### src/rtl/sort_result_streamer.sv
// Captures the sorter's parallel result words on sort_done, then streams them out
// one per transfer over valid/ready while checking that the stream never decreases.
module sort_result_streamer #(
    parameter  int N  = 10,
    parameter  int W  = 16,
    localparam int IW = (N > 1) ? $clog2(N) : 1
) (
    input  logic           clk,
    input  logic           reset_n,
    input  logic           sort_done,
    input  logic [N*W-1:0] dat_in,
    output logic           rd_en,
    output logic [W-1:0]   out_data,
    output logic [IW-1:0]  out_index,
    output logic           out_valid,
    input  logic           out_ready,
    output logic           out_last,
    output logic           order_err,
    output logic           fin
);

    localparam logic [IW-1:0] LAST_INDEX = IW'(N - 1);

    typedef enum logic [1:0] {
        S_IDLE,
        S_STREAM,
        S_FIN
    } state_t;

    state_t          state_reg, state_next;
    logic [IW-1:0]   index_reg, index_next;
    logic            armed_reg, armed_next;
    logic [W-1:0]    prev_reg, prev_next;
    logic            order_err_reg, order_err_next;
    logic            fin_reg, fin_next;
    logic            rd_en_reg, rd_en_next;
    logic            capture;
    logic [W-1:0]    buffer_reg [N];
    logic [W-1:0]    cur_word;

    assign cur_word = buffer_reg[index_reg];

    // Buffer holds data only; it needs no reset and is written on the capture edge alone.
    generate
        for (genvar gi = 0; gi < N; gi++) begin : g_buffer
            always_ff @(posedge clk) begin
                if (capture) begin
                    buffer_reg[gi] <= dat_in[gi*W +: W];
                end
            end
        end
    endgenerate

    always_ff @(posedge clk or negedge reset_n) begin
        if (!reset_n) begin
            state_reg     <= S_IDLE;
            index_reg     <= '0;
            armed_reg     <= 1'b1;
            prev_reg      <= '0;
            order_err_reg <= 1'b0;
            fin_reg       <= 1'b0;
            rd_en_reg     <= 1'b0;
        end else begin
            state_reg     <= state_next;
            index_reg     <= index_next;
            armed_reg     <= armed_next;
            prev_reg      <= prev_next;
            order_err_reg <= order_err_next;
            fin_reg       <= fin_next;
            rd_en_reg     <= rd_en_next;
        end
    end

    always_comb begin
        state_next     = state_reg;
        index_next     = index_reg;
        armed_next     = armed_reg;
        prev_next      = prev_reg;
        order_err_next = order_err_reg;
        fin_next       = fin_reg;
        rd_en_next     = 1'b0;
        capture        = 1'b0;
        case (state_reg)
            S_IDLE: begin
                if (!sort_done) begin
                    armed_next = 1'b1;
                end else if (armed_reg) begin
                    capture        = 1'b1;
                    index_next     = '0;
                    order_err_next = 1'b0;
                    armed_next     = 1'b0;
                    rd_en_next     = 1'b1;
                    state_next     = S_STREAM;
                end
            end
            S_STREAM: begin
                if (out_ready) begin
                    if (index_reg != '0 && cur_word < prev_reg) begin
                        order_err_next = 1'b1;
                    end
                    prev_next = cur_word;
                    // Index saturates at the last word; leaving STREAM ends the set.
                    if (index_reg == LAST_INDEX) begin
                        fin_next   = 1'b1;
                        state_next = S_FIN;
                    end else begin
                        index_next = index_reg + IW'(1);
                    end
                end
            end
            S_FIN: begin
                if (!sort_done) begin
                    armed_next = 1'b1;
                    fin_next   = 1'b0;
                    state_next = S_IDLE;
                end
            end
            default: begin
                state_next = S_IDLE;
            end
        endcase
    end

    // Stream outputs derive from the async-reset state so they clear the moment reset asserts.
    assign out_valid = (state_reg == S_STREAM);
    assign out_data  = out_valid ? cur_word : '0;
    assign out_index = out_valid ? index_reg : '0;
    assign out_last  = out_valid && (index_reg == LAST_INDEX);
    assign rd_en     = rd_en_reg;
    assign order_err = order_err_reg;
    assign fin       = fin_reg;

endmodule
### config.mk
export PLATFORM = sky130hd
export DESIGN_NAME = sort_result_streamer
export DESIGN_NICKNAME = d
export VERILOG_FILES = /design/src/rtl/sort_result_streamer.sv
export SDC_FILE = /design/constraint.sdc
export NUM_CORES = 1
export LEC_CHECK = 0
export ABC_AREA = 1
export CORE_MARGIN = 2
export CORE_UTILIZATION = 53
export DETAILED_ROUTE_END_ITERATION = 7
export GPL_TIMING_DRIVEN = 1
export PLACE_DENSITY_LB_ADDON = 0.05
export SLEW_MARGIN = 0
export SYNTH_ARGS = -nofsm -noshare
export SYNTH_HDL_FRONTEND = slang
export SYNTH_SLANG_ARGS = --single-unit
### constraint.sdc
create_clock -name clk -period 19.8 [get_ports clk]
set_clock_uncertainty 0.1 [all_clocks]
set_input_delay 4.95 -clock clk [delete_from_list [all_inputs] [get_ports clk]]
set_output_delay 4.95 -clock clk [all_outputs]
set_load 0.02 [all_outputs]
# After elaboration in Yosys (flattened, before gate mapping)
# Memories as Yosys holds them, arrays and structs flattened.
# Cells that the tools add are included.
[totals] memories=1 mem_bits_rw=160 elab_cells=63 output_inout_bits=25 input_bits=164 reg_bits=26
[op_classes] mux=30 n_lt_le_gt_ge=1 n_reduce_logical=13 n_eq_ne=10 n_addsub=1
[mem_list] name="buffer_reg" words=10 word_bits=16 rd=1 rd_clocked_by_memory_dff=0 write_ports=10 line_no="38" rtl="logic [W-1:0] buffer_reg [N];"
[op_table] operator="$mux W4" count=5
[op_table] operator="$lt A16 B16 Y1" count=1
[op_table] operator="$mux W16" count=1
[op_table] operator="$reduce_and A5 Y1" count=3
[op_table] operator="$mux W1" count=14
[op_table] operator="$mux W2" count=5
[op_table] operator="$ne A2 B2 Y1 const B" count=4
[op_table] operator="$pmux W4 S2" count=1
[op_table] operator="$ne A2 B1 Y1 const B" count=3
[op_table] operator="$pmux W1 S2" count=3
[op_table] operator="$pmux W2 S3" count=1
[op_table] operator="$reduce_bool A2 Y1" count=3
[op_table] operator="$add A4 B1 Y4 const B" count=1
[op_table] operator="$eq A4 B4 Y1 const B" count=1
[op_table] operator="$reduce_and A2 Y1" count=2
[op_table] operator="$reduce_and A4 Y1" count=1
[op_table] operator="$reduce_bool A4 Y1" count=1
[op_table] operator="$eq A2 B1 Y1 const B" count=1
[op_table] operator="$eq A2 B2 Y1 const B" count=1
[op_table] operator="$logic_and A1 B1 Y1" count=2
[op_table] operator="$logic_not A2 Y1" count=1

# Logic depth before layout (Yosys ltp)
# An unclocked memory read counts as a cell.
[logic_depth] word_depth=6 ltp_mapped=20 ltp_nobuf=18

# Worst setup path after synthesis
# No wires, ideal clock.
[synth_timing] path_kind="input to register" start="input port sort_done" end="register index_reg[3]" required_time_ps=19292 path_slack_ps=6986 stages=9 path_buffers=0 arrival_ps=12306 setup_ps=408 path_cell_list="nand2_1 nor3_2 inv_1 nand2_1 nand2_1 inv_2 nand4_1 xor2_1 nor2_1"
[synth_via] elab_chain_cells=2
[synth_rtl] element="from (decl)" line_no="10" rtl="input logic sort_done,"
[synth_rtl] element="$ne A2 B2 Y1 (no line)"
[synth_rtl] element="$reduce_and A5 Y1 (no line)"
[synth_rtl] element="to (signal assigned)" line_no="65" rtl="index_reg <= index_next;"
[synth_rtl] element="to (decl)" line_no="31" rtl="logic [IW-1:0] index_reg, index_next;"
# Every way passes these cells.
# A chain may end at the register's enable or synchronous reset.

# Final worst setup path
[layout_timing] start="register index_reg[0]" end="output port out_data[2]"
[layout_via] elab_chain_cells=2
[layout_rtl] element="$mem_v2 Z10 W16"
[layout_rtl] element="via cur_word[2]" line_no="39" rtl="logic [W-1:0] cur_word;"
[layout_rtl] element="$mux W16" line_no="126" rtl="assign out_data = out_valid ? cur_word : '0;"
[layout_rtl] element="to (decl)" line_no="13" rtl="output logic [W-1:0] out_data,"
# The timed path passes the listed nets, and every way through them passes these cells.

==> summary.md <==
| Metric | Value |
|---|---|
| Status | `finished clean` |
| Worst Path Arrival | `3.40 ns` |
| Worst-path clk slew | `0.06 ns` |
| CTS Buffer Depth | `2` |
| H-Tree Depth | `4` |
| Leak | `3.902 nW` |
| Post-synthesis xor/xnor area fraction | `0.001135` |
| Worst Hold End | `armed_reg` |
| GRT Total Usage | `0.2501` |
| Slowest cell delay on critical path | `0.60 ns` |
| TritonCTS clock tree | `built` |
| PortBufs | `188` |
| Final-report hold violation count | `0` |
| Sequential share of the synthesized area | `0.7072` |
| Setup crit start kind | `flip-flop` |
| Post-Synthesis Cells | `652` |
| Vias per Instance | `5.472` |
| Number of synthesized flops with an enable pin | `160` |
| WL/cell | `18.23 um` |
| Initial core utilization | `0.5370` |
| Main combinational cell family by area after synthesis | `compound AO/OA/AOI/OAI gates` |
| Die area | `15540 um2` |
| Commonest non-fill, non-tap cells in the layout | `clkdlybuf4s50_1, edfxtp_1, nand2_1` |
| Final TNS setup | `0 ns` |
| Final setup viols | `0` |
| CTS Root Cell | `clkbuf_16` |
| Die X | `124.7 um` |
| Simple-Gate Fraction of Synth Area | `0.1035` |
| Synth area leader | `edfxtp_1` |
| WS Path Type | `flip-flop to output port` |
| Pwr Density | `130.3 nW/um2` |
| Max-cap viol count | `0` |
| Yosys reg bits | `186` |
| Count of different cell masters after synthesis | `29` |
| Num CTS Buffers | `17` |
| IO Count | `189` |
| DIE HEIGHT | `124.7 um` |
| Syn. warnings | `0` |
| Largest net degree at the start of global routing | `84` |
| Worst Hold Launch | `armed_reg` |
| Core box area | `14370 um2` |
| DP Wirelength | `12730 um` |
| Slew @ Worst Pin | `1.210 ns` |
| Vias after detailed routing | `5636` |
| Gr ovfl total | `0` |
| Skew-Pair Late Insertion Delay | `0.43 ns` |
| Cells on worst reg2reg path | `11` |
| Synthesized area | `7716 um2` |
| Synth Area in Adders | `0.02919` |
| Vias in the first global route | `5763` |
| # rows | `44` |
| Worst Path Max Fanout | `57` |
| Post-Route WL | `18770 um` |
| Highest Clock Rate | `0.1183 GHz` |
| Number of nets in the layout | `1016` |
| Max IR drop VDD | `0.00008940 V` |
| Max FFs per register | `160` |
| Hold path cells | `2` |
| FF-to-FF Start | `armed_reg` |
| Top area cells in the synthesized netlist | `edfxtp_1, dfrtp_1, o21ai_0` |
| CP dominant cell by count | `nand2_1` |
| Post-DRT Antenna Nets | `0` |
| Multiplexer share of the synthesized area | `0` |
| Post-CTS sizing | `0` |
| Crit path cell chain | `inv_2 -> buf_4 -> o21ai_0 -> o22ai_1 -> nand2_1 -> o211ai_1 -> nand2_1 -> inv_1 -> clkdlybuf4s50_1` |
| Post-synth ARST share | `0.1398` |
| Net count after synthesis | `834` |
| Fin crit period | `8.454 ns` |
| Worst hold path class | `flip-flop to flip-flop` |
| Crit path from | `index_reg[0]` |
| Tot Pwr | `1.348 mW` |
| Global-route wire length before repair | `29680 um` |
| Rel. slew slack | `0.1923` |
| Reg-to-Reg End | `index_reg[3]` |
| Layout area overhead | `34.04%` |
| Share of cells above drive strength 1 | `0.04965` |
| Drt first pass iters | `5` |
| Period utilization | `0.4270` |
| TritonCTS Sinks | `186` |
| DR iter-0 viols | `496` |
| Synth Area in Compound Gates | `0.1130` |
| Syn Area/Cell | `11.83 um2` |
| Post-synth top area share | `0.6227` |
| CP Capture Type | `output port` |
| Remaining DRCs | `0` |
| Initial antenna violation count | `0` |
| Unrepaired setup endpoints after global routing | `false` |
| Commonest non-fill, non-tap cell in the layout | `clkdlybuf4s50_1` |
| Fin. max-slew vios | `0` |
| Req. time, crit path | `14.75 ns` |
| CP max stage cell | `clkdlybuf4s50_1` |
| Hold_buf cts | `0` |
| Post-CTS Setup Repair Bufs | `0` |
| Diode count | `0` |
| Final Wtd Congestion | `0.8273` |
| Top FF cell, synth | `edfxtp_1` |
| Flop2flop setup slack | `16.26 ns` |
[kinds of logic (layout without fill, tap and decap cells)]
group | after synthesis | count (layout)
fa+ha+maj | 18 | 18
simple gates | 205 | 205
buf+inv | 86 | 280
compound gates | 156 | 156
xor+xnor | 1 | 1
flops | 186 | 186
[worst max-delay path by stage]
stage / end / slack, ns / depth (start not counted)
after floorplan: index_reg[3] / 6.99 / 9
after global placement: index_reg[3] / 11.42 / 12
after detailed placement: index_reg[3] / 11.27 / 12
after CTS: out_data[2] / 11.24 / 8
after global routing: out_data[5] / 11.10 / 8
final: out_data[2] / 11.35 / 9
[layer usage]
layer	global-route usage	up-vias	part of all wire
li1	-	2656	-
met1	0.3167	2684	0.40
met2	0.4198	266	0.50
met3	0.05155	30	0.073
met4	0.1091	0	0.030
met5	0	-	0
[cell usage after synthesis, types with 2 or more instances]
master    number
inv_2          4
o21ai_0       97
nor2_1        88
dfrtp_1       25
o22ai_1       31
o211ai_1      15
nand4_1        2
nand2_1      102
a21oi_1        8
buf_2         11
edfxtp_1     160
nand3_1        9
ha_1          18
inv_1         49
clkbuf_1      18
buf_6          2
[critical path, delay by kind of cell, from the launching register on]
family / cells / cell delay (ns)
compound gates: 3 / 0.73
buf+inv: 4 / 1.61
simple gates: 2 / 0.22
flops: 1 / 0.41
[area by class of cell]
type                            count  area, um2
Sequential cell                   186       5458
Fill cell                         994       4026
Timing Repair Buffer              196       1942
Multi-Input combinational cell    380       1911
Clock buffer                       18      429.2
Tap cell                          184      230.2
Inverter                           53      198.9
Clock inverter                     13      173.9
[through the flow]
stage,hold WS [ns],instances,instance area [um2],worst slack [ns],util
4_1_cts,0.4098,1030,10340,11.24,0.7198
3_5_place_dp,0.3921,999,9739,11.27,0.6778
3_3_place_gp,0.3904,999,9739,11.42,0.6778
5_1_grt,0.4447,1030,10340,11.10,0.7198
2_1_floorplan,0.3493,652,7716,6.986,-
6_report,0.4063,1030,10340,11.35,0.7198
[where the power goes]
group | switching [mW] | internal, mW
combinational | 0.297 | 0.163
sequential | 0.0209 | 0.519
clock | 0.138 | 0.210
(Power assumes the default switching activity.)
